File: src/rtl/sb_pkg.sv
// Shared helpers for the SB (valid/ready) stream blocks: default payload width
// and the pointer/occupancy width functions used to size FIFO state.
package sb_pkg;

  localparam int unsigned SB_DATA_W = 8;

  // Pointer width for a power-of-two depth; pointers wrap naturally.
  function automatic int unsigned SB_PTR_W(input int unsigned depth);
    return $clog2(depth);
  endfunction

  // Occupancy needs one extra bit to represent the full value DEPTH.
  function automatic int unsigned SB_CNT_W(input int unsigned depth);
    return $clog2(depth) + 1;
  endfunction

  function automatic bit sb_is_pow2(input int unsigned value);
    return (value != 0) && ((value & (value - 1)) == 0);
  endfunction

endpackage

File: src/rtl/sb_fifo_mem.sv
// Storage array for sb_fifo: one synchronous write port, one asynchronous
// read port, no reset and no control logic.
module sb_fifo_mem
  import sb_pkg::*;
#(
  parameter int unsigned DATA_W = SB_DATA_W,
  parameter int unsigned DEPTH  = 8
) (
  input  logic                        clk_i,
  input  logic                        we,
  input  logic [SB_PTR_W(DEPTH)-1:0]  waddr,
  input  logic [DATA_W-1:0]           wdata,
  input  logic [SB_PTR_W(DEPTH)-1:0]  raddr,
  output logic [DATA_W-1:0]           rdata
);

  logic [DATA_W-1:0] mem [DEPTH];

  always_ff @(posedge clk_i) begin
    if (we) begin
      mem[waddr] <= wdata;
    end
  end

  assign rdata = mem[raddr];

endmodule

File: src/rtl/sb_fifo.sv
// Parametrised first-word-fall-through FIFO with SB handshake on both sides.
// Optional almost_full/almost_empty flags are built when SB_FIFO_ALMOST_EN is defined.
module sb_fifo
  import sb_pkg::*;
#(
  parameter int unsigned DATA_W = SB_DATA_W,
  parameter int unsigned DEPTH  = 8
`ifdef SB_FIFO_ALMOST_EN
  ,
  parameter int unsigned AF_TH  = DEPTH - 1,
  parameter int unsigned AE_TH  = 1
`endif
) (
  input  logic                        clk_i,
  input  logic                        rst_i,
  input  logic                        in_valid,
  output logic                        in_ready,
  input  logic [DATA_W-1:0]           in_data,
  output logic                        out_valid,
  input  logic                        out_ready,
  output logic [DATA_W-1:0]           out_data,
  output logic [SB_CNT_W(DEPTH)-1:0]  count
`ifdef SB_FIFO_ALMOST_EN
  ,
  output logic                        almost_full,
  output logic                        almost_empty
`endif
);

  localparam int unsigned PTR_W = SB_PTR_W(DEPTH);
  localparam int unsigned CNT_W = SB_CNT_W(DEPTH);

  // Elaboration-time parameter checks.
  if (DATA_W < 1) begin : g_data_w_chk
    $error("sb_fifo: DATA_W must be >= 1");
  end
  if ((DEPTH < 2) || !sb_is_pow2(DEPTH)) begin : g_depth_chk
    $error("sb_fifo: DEPTH must be a power of two >= 2");
  end
`ifdef SB_FIFO_ALMOST_EN
  if ((AF_TH == 0) || (AF_TH > DEPTH)) begin : g_af_chk
    $error("sb_fifo: AF_TH must satisfy 0 < AF_TH <= DEPTH");
  end
  if (AE_TH >= DEPTH) begin : g_ae_chk
    $error("sb_fifo: AE_TH must satisfy AE_TH < DEPTH");
  end
`endif

  logic [PTR_W-1:0] wr_ptr;
  logic [PTR_W-1:0] rd_ptr;
  logic             full_c;
  logic             empty_c;
  logic             push_c;
  logic             pop_c;

  assign full_c  = (count == CNT_W'(DEPTH));
  assign empty_c = (count == CNT_W'(0));

  // Handshake depends only on state (and reset), never on same-cycle inputs,
  // so a pop at full frees the slot only on the following cycle.
  assign in_ready  = !full_c && !rst_i;
  assign out_valid = !empty_c;

  assign push_c = in_valid && in_ready;
  assign pop_c  = out_valid && out_ready;

  // Pointer and occupancy state; a reset cycle discards any push or pop.
  always_ff @(posedge clk_i) begin
    if (rst_i) begin
      wr_ptr <= '0;
      rd_ptr <= '0;
      count  <= '0;
    end else begin
      if (push_c) begin
        wr_ptr <= wr_ptr + PTR_W'(1);
      end
      if (pop_c) begin
        rd_ptr <= rd_ptr + PTR_W'(1);
      end
      unique case ({push_c, pop_c})
        2'b10:   count <= count + CNT_W'(1);
        2'b01:   count <= count - CNT_W'(1);
        default: count <= count;
      endcase
    end
  end

  sb_fifo_mem #(
    .DATA_W (DATA_W),
    .DEPTH  (DEPTH)
  ) u_mem (
    .clk_i  (clk_i),
    .we     (push_c),
    .waddr  (wr_ptr),
    .wdata  (in_data),
    .raddr  (rd_ptr),
    .rdata  (out_data)
  );

`ifdef SB_FIFO_ALMOST_EN
  // Thresholds compared in a wider domain so AF_TH = DEPTH needs no special case.
  assign almost_full  = (32'(count) >= AF_TH);
  assign almost_empty = (32'(count) <= AE_TH);
`endif

endmodule

File: config.mk
export PLATFORM = sky130hd
export DESIGN_NAME = sb_fifo
export DESIGN_NICKNAME = d
export VERILOG_FILES = /design/src/rtl/sb_pkg.sv /design/src/rtl/sb_fifo_mem.sv /design/src/rtl/sb_fifo.sv
export SDC_FILE = /design/constraint.sdc
export NUM_CORES = 1
export LEC_CHECK = 0
export BUFFER_PORTS_ARGS = -buffer_cell sky130_fd_sc_hd__buf_2
export CAP_MARGIN = 0
export CORE_MARGIN = 3
export CORE_UTILIZATION = 55
export CTS_BUF_LIST = sky130_fd_sc_hd__clkbuf_8
export DETAILED_ROUTE_END_ITERATION = 8
export GPL_TIMING_DRIVEN = 0
export PLACE_DENSITY = 0.7
export SLEW_MARGIN = 20
export SYNTH_ARGS = -nofsm -noshare
export SYNTH_HDL_FRONTEND = slang
export SYNTH_SLANG_ARGS = --single-unit
File: constraint.sdc
create_clock -name clk_i -period 3.65 [get_ports clk_i]
set_input_delay 0.1825 -clock clk_i [delete_from_list [all_inputs] [get_ports clk_i]]
set_output_delay 0.1825 -clock clk_i [all_outputs]
set_load 0.05 [all_outputs]
Yosys cells after proc, flatten, opt, wreduce, memory -nomap -nowiden
Memory sizes are Yosys's and may differ from the RTL's. A register that Yosys moved wholly into a read port is not among the register bits.
Index checks and enable logic that the tools add are counted.

cells by class
  add/sub/neg operators = 4
  eq/ne operators = 3
  multiplexer cells = 5
  reductions and logical operators = 8

operator list
  cell                                                                 count
  4-bit one-hot mux with 2 select lines                                1
  3-bit by 1-bit adder with 3-bit output (second input constant)       2
  3-bit 2-to-1 mux                                                     2
  4-bit by 1-bit adder with 4-bit output (second input constant)       1
  4-bit == test (second input constant)                                1
  4-bit logical NOT                                                    1
  4-bit by 1-bit subtractor with 4-bit output (second input constant)  1
  1-bit logical AND                                                    3
  1-bit logical NOT                                                    3
  2-bit by 1-bit == test with 1-bit output (second input constant)     1
  2-bit == test (second input constant)                                1
  1-bit 2-to-1 mux                                                     2
  2-bit nonzero test                                                   1

storage, ports and cells
  bits in registers = 10
  memory bits (writable) = 64
  output and inout port bits = 14
  word-level logic and storage cells = 24
  memories = 1

memory list
  name       depth  width  read ports  clocked after memory_dff  wr ports  RTL line           RTL
  u_mem.mem  8      8      1           1                         1         sb_fifo_mem.sv:17  logic [DATA_W-1:0] mem [DEPTH];

Longest topological paths before layout
Gate-level depths: netlist of run 1.

  depth after elaboration = 6
  mapped depth = 10
  mapped depth without buffers = 10

Cells and area by module
From an unflattened synthesis of run 1, not the netlist that was laid out.

second synthesis, totals
  cell total of the unflattened synthesis = 165
  area, all modules = 3072.9 um2

by module, submodules not included
  module       instances  cells each  area an instance (um2)  sequential area each (um2)
  sb_fifo_mem  1          106         2531.2                  1921.8
  sb_fifo      1          59          541.8                   200.2

Worst setup path after synthesis of run 1
Ideal clock, no wire load.

  path kind = register to register
  from = register count[0]
  to = register count[3]
  library setup time = 0.121 ns
  arrival = 2.632 ns
  required time = 3.529 ns
  setup slack = 0.897 ns
  stages on the path, launching flop included = 8
  path buffers = 0
  clock period less this slack = 2.753 ns
  cells stage by stage = dfxtp_1 -> or4_4 -> nand2_1 -> inv_1 -> ha_1 -> or3_1 -> o32ai_1 -> mux2_2

on the way
  elaborated cells on any way between the ends = 13
  classes of those cells = add/sub: 2; eq/ne: 3; mux: 1; reduce/logical: 7

RTL lines
  what                                                                                RTL line       RTL
  start: declaration                                                                  sb_fifo.sv:22  output logic [SB_CNT_W(DEPTH)-1:0] count
  start signal: assignment                                                            sb_fifo.sv:81  2'b10: count <= count + CNT_W'(1);
  start signal: assignment                                                            sb_fifo.sv:82  2'b01: count <= count - CNT_W'(1);
  start signal: assignment                                                            sb_fifo.sv:83  default: count <= count;
  4-bit logical NOT *                                                                 sb_fifo.sv:57  assign empty_c = (count == CNT_W'(0));
  1-bit logical NOT *                                                                 sb_fifo.sv:62  assign out_valid = !empty_c;
  via out_valid                                                                       sb_fifo.sv:19  output logic out_valid,
  1-bit logical AND *                                                                 sb_fifo.sv:65  assign pop_c = out_valid && out_ready;
  via pop_c                                                                           sb_fifo.sv:54  logic pop_c;
  2-bit by 1-bit == test with 1-bit output / 2-bit == test (equally long branches)    sb_fifo.sv:80  unique case ({push_c, pop_c})
  4-bit one-hot mux with 2 select lines / 2-bit nonzero test (equally long branches)  -

The timed path passes the listed nets; every way through them passes the cells marked *.
A chain may end at the register's enable or synchronous reset.

Worst setup path in the final report of run 1
  from = register count[0]
  to = register count[2]

on the way
  elaborated cells on any way between the ends = 13
  classes of those cells = add/sub: 2; eq/ne: 3; mux: 1; reduce/logical: 7

RTL lines
  what                                                                                RTL line
  4-bit logical NOT *                                                                 sb_fifo.sv:57
  1-bit logical NOT *                                                                 sb_fifo.sv:62
  1-bit logical AND *                                                                 sb_fifo.sv:65
  via pop_c                                                                           sb_fifo.sv:54
  2-bit by 1-bit == test with 1-bit output / 2-bit == test (equally long branches)    sb_fifo.sv:80
  4-bit one-hot mux with 2 select lines / 2-bit nonzero test (equally long branches)  -

Marks and branches as above.

==> results.py, run 1 <==
metrics = {
    "drt": {
        "wire_per_inst_um": 18.99,
        "drt_wl_total_um": 5316,
        "num_vias": 1621,
        "ant_nets": 0,
        "first_iter_violations": 76,
        "drc_errors": 0,
        "routed_via_density": 5.789,
        "dr.pass1.iters": 4,
    },
    "cells_and_area": {
        "drive_gt1_share_pct": 26.19,
        "fillCellCount": 360,
        "area_growth_pct": 12.93,
        "regArea_sq_um": 2182,
        "diodes": 0,
        "nets": 222,
        "fin_cells": 280,
        "mostFrequentLayoutCells": "edfxtp_1 (64), buf_2 (26), mux4_1 (15)",
        "mostFrequentLayoutCell": "edfxtp_1",
        "multi_input_area_sq_um": 908.4,
    },
    "logic_synthesis": {
        "ys.flop_type": "edfxtp_1",
        "synth_warnings": 0,
        "syn_inst": 169,
        "synth_area_sq_um": 3136,
        "yosysUniqueCellTypes": 30,
        "synthArstFlopShare_pct": 0,
        "synth_area_leader_cell": "edfxtp_1",
        "yosys-top-cells-area": "edfxtp_1 (61%), mux4_1 (13%), dfxtp_1 (8.3%)",
        "ys_ff_latch": 77,
        "syn_area_per_cell_sq_um": 18.55,
        "synth-edff-count": 64,
        "yosysSeqAreaShare_pct": 69.59,
        "yosysTopAreaCellShare_pct": 61.29,
        "syn_nets": 186,
    },
    "critical_path": {
        "cpPeakStageDelay_ps": 560,
        "start_kind": "register",
        "cp-end-kind": "register",
        "cp_max_fo": 7,
        "path_class": "register to register",
        "path_cells": "or4_4, nand2_1, inv_1, ha_1, xor2_1, ha_1, a21oi_1, xor2_1, or3_1, a21oi_1",
        "cp_slowest_cell": "or4_4",
        "cp.arrival_ps": 2780,
        "worst_ep_required_time_ps": 3910,
    },
    "timing": {
        "hold_viol": 0,
        "final.min_clock_period_ps": 2513,
        "relSlewSlack_pct": 34.42,
        "finClkSkew_ps": 6.925,
        "maxSlewViolCount": 0,
        "grt_setup_unrepaired": "no",
        "max_freq_mhz": 397.9,
        "tns_ps": 0,
        "fin_crit_sh_pct": 68.85,
        "finalSetupViolCount": 0,
        "worst_pin_slew_ps": 980.0,
    },
    "die": {
        "start_util_pct": 59.13,
        "fp.dieArea_sq_um": 6643,
        "die_y_um": 81.51,
        "ios": 26,
        "core-area_sq_um": 5303,
        "die_w_um": 81.51,
        "rows": 26,
    },
    "cts": {
        "post-cts-setup-buffer-count": 0,
        "cts-resized-gates": 0,
        "cts_max_level": 3,
        "cts_buffer_depth": 2,
        "clock_sinks": 77,
        "postCtsHoldBufs": 0,
        "cts-root-buf": "clkbuf_8",
        "insertion_delay_ps": 330,
        "cts_made_buffers": 9,
        "clk_pin_slew_ps": 70,
        "cts_tree": "done",
    },
    "hold_path": {
        "hold_path.class": "primary input to register",
    },
    "place": {
        "io_buffers": 25,
        "place.gp.congestion": 0.8167,
        "dp.cells": 264,
        "dp_hpwl_um": 3601,
    },
    "pwr": {
        "powerDensity_nw_per_um2": 688.7,
        "peakVddDrop_uv": 615.3,
        "leakage_nw": 1.249,
    },
    "status": {
        "status": "completed",
    },
    "grt": {
        "grt_max_degree": 13,
        "grt_pass1_wl_um": 8514,
        "gr-total-overflow": 0,
        "grt_usage_pct": 18.40,
        "grt_pass1_vias": 1682,
        "antenna_found_initial": 0,
    },
    "run": {
        "cap_violations": 0,
    },
}
[Yosys cell counts, types with 2 or more instances]
cell	instances
mux2_2	9
nand3_1	2
inv_1	2
nor3_1	2
or3_1	2
dfxtp_1	13
edfxtp_1	64
clkbuf_1	2
mux4_1	15
nand2b_1	5
ha_1	5
nor2b_1	4
o21ai_0	2
xor2_1	5
nand2_1	5
a21oi_1	5
nor2_1	14
[metrics by stage]
step	worst slack (ps)	utilization, %	hold WS, ps	total power [mW]	instance area, sq um
after floorplan	897.3	-	281.4	1.709	3136
after global placement	1122	63.14	437.8	1.848	3348
after detailed placement	1120	63.33	454.6	1.874	3358
after CTS	1106	66.78	95.95	2.459	3541
after global routing	826.4	66.78	94.60	2.552	3541
final	1137	66.78	113.9	2.439	3541
[power breakdown]
| group | internal [mW] | leakage, nW | switching, mW | total (mW) |
|---|---|---|---|---|
| Clock | 0.306 | 0.101 | 0.287 | 0.593 |
| Combinational | 0.307 | 0.465 | 0.486 | 0.793 |
| Sequential | 1.01 | 0.684 | 0.0464 | 1.05 |
| Total | 1.62 | 1.25 | 0.819 | 2.44 |
[kinds of logic (layout without fill, tap and decap cells)]
kind of cell / after synthesis / count (layout) / share of synthesized area [%]
AOI/OAI and AO/OA: 9 / 9 / 1.596
xor gates and xnor gates: 6 / 6 / 1.676
DFF: 77 / 77 / 69.59
and+or+nand+nor: 38 / 38 / 6.544
adders and majority gates: 5 / 5 / 1.995
muxes: 26 / 26 / 16.84
buffers and inverters: 8 / 49 / 1.756
[path summary, 6_finish.rpt]
path | from | to | slack (ps) | cells after the start
hold reg to reg | rd_ptr[1] | register | 520 | 2
hold / removal | in_data[2] | u_mem.mem[6][2] | 110 | 1
setup reg to reg | count[0] | count[2] | 1140 | 10
setup / recovery | count[0] | count[2] | 1140 | 10
[worst max-delay path: cells and delay by family, from the launching register on]
family,cells,cell delay [ps]
buffers and inverters,1,70
AOI/OAI and AO/OA,2,300
DFF,1,370
adders and majority gates,2,440
and+or+nand+nor,3,1010
xor gates and xnor gates,2,260
[flip-flops by register name (all words and copies together) (netlist names), named ones only]
signal and count:
count 4, u_mem.mem 64, rd_ptr 3, wr_ptr 3
[per-layer routing]
metal	vias to the layer above	share of wire (%)	GRT usage [%]
met5	-	0	0
met4	0	2.4	7.770
met3	14	4.2	4.276
met2	48	51	30.29
met1	811	43	23.54
li1	748	-	-
[layout make-up]
type                            instances  share of cell area (%)
Sequential cell                        77                   61.63
Inverter                                2                  0.2120
Buffer                                  6                   1.343
Clock inverter                          7                   1.661
Clock buffer                            9                   3.498
Tap cell                               70                   2.473
Multi-Input combinational cell         84                   25.65
Timing Repair Buffer                   25                   3.534
No activity file was read; power rests on OpenSTA's default activity.
==> run 2: changes to the inputs <==
==> constraint.sdc (replaced) <==
create_clock -name clk_i -period 2.37 [get_ports clk_i]
set_input_delay 0.1185 -clock clk_i [delete_from_list [all_inputs] [get_ports clk_i]]
set_output_delay 0.1185 -clock clk_i [all_outputs]
set_load 0.05 [all_outputs]
==> results.py, run 2 (synthesized netlist as in run 1, its figures left out) <==
metrics = {
    "cells_and_area": {
        "top_regs": "u_mem.mem: 64 flops, count: 4 flops",
        "drive_gt1_share_pct": 34.45,
        "area_growth_pct": 15.88,
        "diodes": 0,
        "nets": 221,
        "regMostFlops": "u_mem.mem",
        "mostFrequentLayoutCell": "edfxtp_1",
        "fin_util_pct": 68.52,
        "mostFrequentLayoutCells": "edfxtp_1 (64), buf_2 (26), mux4_1 (15)",
        "largest_reg_flops": 64,
    },
    "drt": {
        "wire_per_inst_um": 19.21,
        "routed_via_density": 5.713,
        "first_iter_violations": 111,
        "ant_nets": 0,
        "drc_errors": 0,
        "drt_wl_total_um": 5359,
        "num_vias": 1594,
        "dr.pass1.iters": 4,
    },
    "critical_path": {
        "path_delay_family": "simple AND/OR/NAND/NOR gates",
        "cp-startpoint": "count[2]",
        "cp-end-kind": "register",
        "cp_max_fo": 8,
        "cp_slowest_cell": "or4_4",
        "timing.rr.start": "count[2]",
        "cpPeakStageDelay_ps": 560,
        "path_cells": "or4_4, nand2_4, inv_4, ha_4, xor2_2, ha_2, a21oi_2, xor2_1, or3_1, a21oi_1",
        "path_buf_inv": 1,
        "worst_ep_required_time_ps": 2640,
        "cp.arrival_ps": 2580,
        "start_kind": "register",
        "path_class": "register to register",
    },
    "cts": {
        "post-cts-setup-buffer-count": 0,
        "cts_tree": "done",
        "postCtsHoldBufs": 0,
        "cts_buffer_depth": 2,
        "cts_max_level": 3,
        "insertion_delay_ps": 340,
        "clock_sinks": 77,
        "clk_pin_slew_ps": 80,
        "cts_made_buffers": 9,
        "cts-root-buf": "clkbuf_8",
    },
    "die": {
        "core-area_sq_um": 5303,
        "start_util_pct": 59.13,
        "ios": 26,
        "rows": 26,
        "die_y_um": 81.51,
        "die_w_um": 81.51,
        "fp.dieArea_sq_um": 6643,
    },
    "timing": {
        "relSlewSlack_pct": 34.06,
        "max_freq_mhz": 431.6,
        "finClkSkew_ps": 4.142,
        "finalSetupViolCount": 0,
        "fin_crit_sh_pct": 97.77,
        "hold_viol": 0,
        "final.min_clock_period_ps": 2317,
        "tns_ps": 0,
        "hold_ws_ps": 43.15,
        "grt_setup_unrepaired": "yes",
        "worst_pin_slew_ps": 985.5,
        "maxSlewViolCount": 0,
    },
    "grt": {
        "grt_usage_pct": 19.02,
        "grt_pass1_wl_um": 8763,
        "grt_pass1_vias": 1717,
        "grt_max_degree": 14,
        "gr-total-overflow": 0,
        "antenna_found_initial": 0,
    },
    "status": {
        "status": "completed",
    },
    "place": {
        "place.gp.congestion": 0.7424,
        "io_buffers": 25,
        "dp_hpwl_um": 3525,
    },
    "pwr": {
        "leakage_nw": 1.255,
        "power.total_mw": 3.945,
        "powerDensity_nw_per_um2": 1086,
        "peakVddDrop_uv": 1006,
    },
    "run": {
        "cap_violations": 0,
    },
    "hold_path": {
        "hold_path.class": "primary input to register",
        "holdCritStartpoint": "in_data[6]",
    },
}
[run 2: changes by cell type in the layout (fill, tap and decap cells not counted), sizes merged]
cell	previous run	this run
inv	4	3
clkinvlp	0	1
clkbuf	11	10
[run 2: cell type report]
cell class	instances	area, sq um
plain buffers	5	43.79
clock buffers	9	123.9
clock inverters	7	65.06
fillers	349	1669
inverters	2	10.01
multi-input cells	84	983.4
flip-flops and latches	77	2195
well taps	70	87.58
repair buffers	25	125.1
[run 2: path summary, 6_finish.rpt]
kind | to | slack [ps] | cells after the start
setup / recovery | count[2] | 50 | 10
hold / removal | u_mem.mem[0][6] | 40 | 1
setup reg to reg | count[2] | 50 | 10
hold reg to reg | rd_ptr[1] | 500 | 2
[run 2: per-stage QoR]
| stage | std cells | worst slack [ps] | cell area [sq um] |
|---|---|---|---|
| after floorplan | 169 | -0.5913 | 3203 |
| after global placement | 264 | -149.0 | 3416 |
| after detailed placement | 264 | 8.803 | 3426 |
| after CTS | 280 | 44.59 | 3623 |
| after global routing | 279 | -62.04 | 3633 |
| final | 279 | 52.87 | 3633 |
[run 2: worst register-to-register path, delay by kind of cell (launching register included)]
family / cells / cell delay [ps]
AOI/OAI and AO/OA: 2 / 240
xor gates and xnor gates: 2 / 250
adders and majority gates: 2 / 340
buffers and inverters: 1 / 50
DFF: 1 / 380
and+or+nand+nor: 3 / 980
[run 2: where the power goes]
part / switching [mW] / internal, mW
Combinational: 0.798 / 0.541
Sequential: 0.0966 / 1.57
Clock: 0.463 / 0.480
[run 2: routing by layer]
| layer | GRT usage (%) | wire [um] | vias to the layer above |
|---|---|---|---|
| li1 | - | - | 745 |
| met1 | 22.89 | 2216 | 803 |
| met2 | 33.14 | 2843 | 39 |
| met3 | 3.728 | 247 | 7 |
| met4 | 8.615 | 52 | 0 |
| met5 | 0 | 0 | - |
[run 2: what timing repair did]
item                                    in CTS  in global routing
resized for setup                            1                  3
hold endpoints to repair                     0                  0
endpoints found under the setup margin       1                  7
pin swaps                                    0                  1
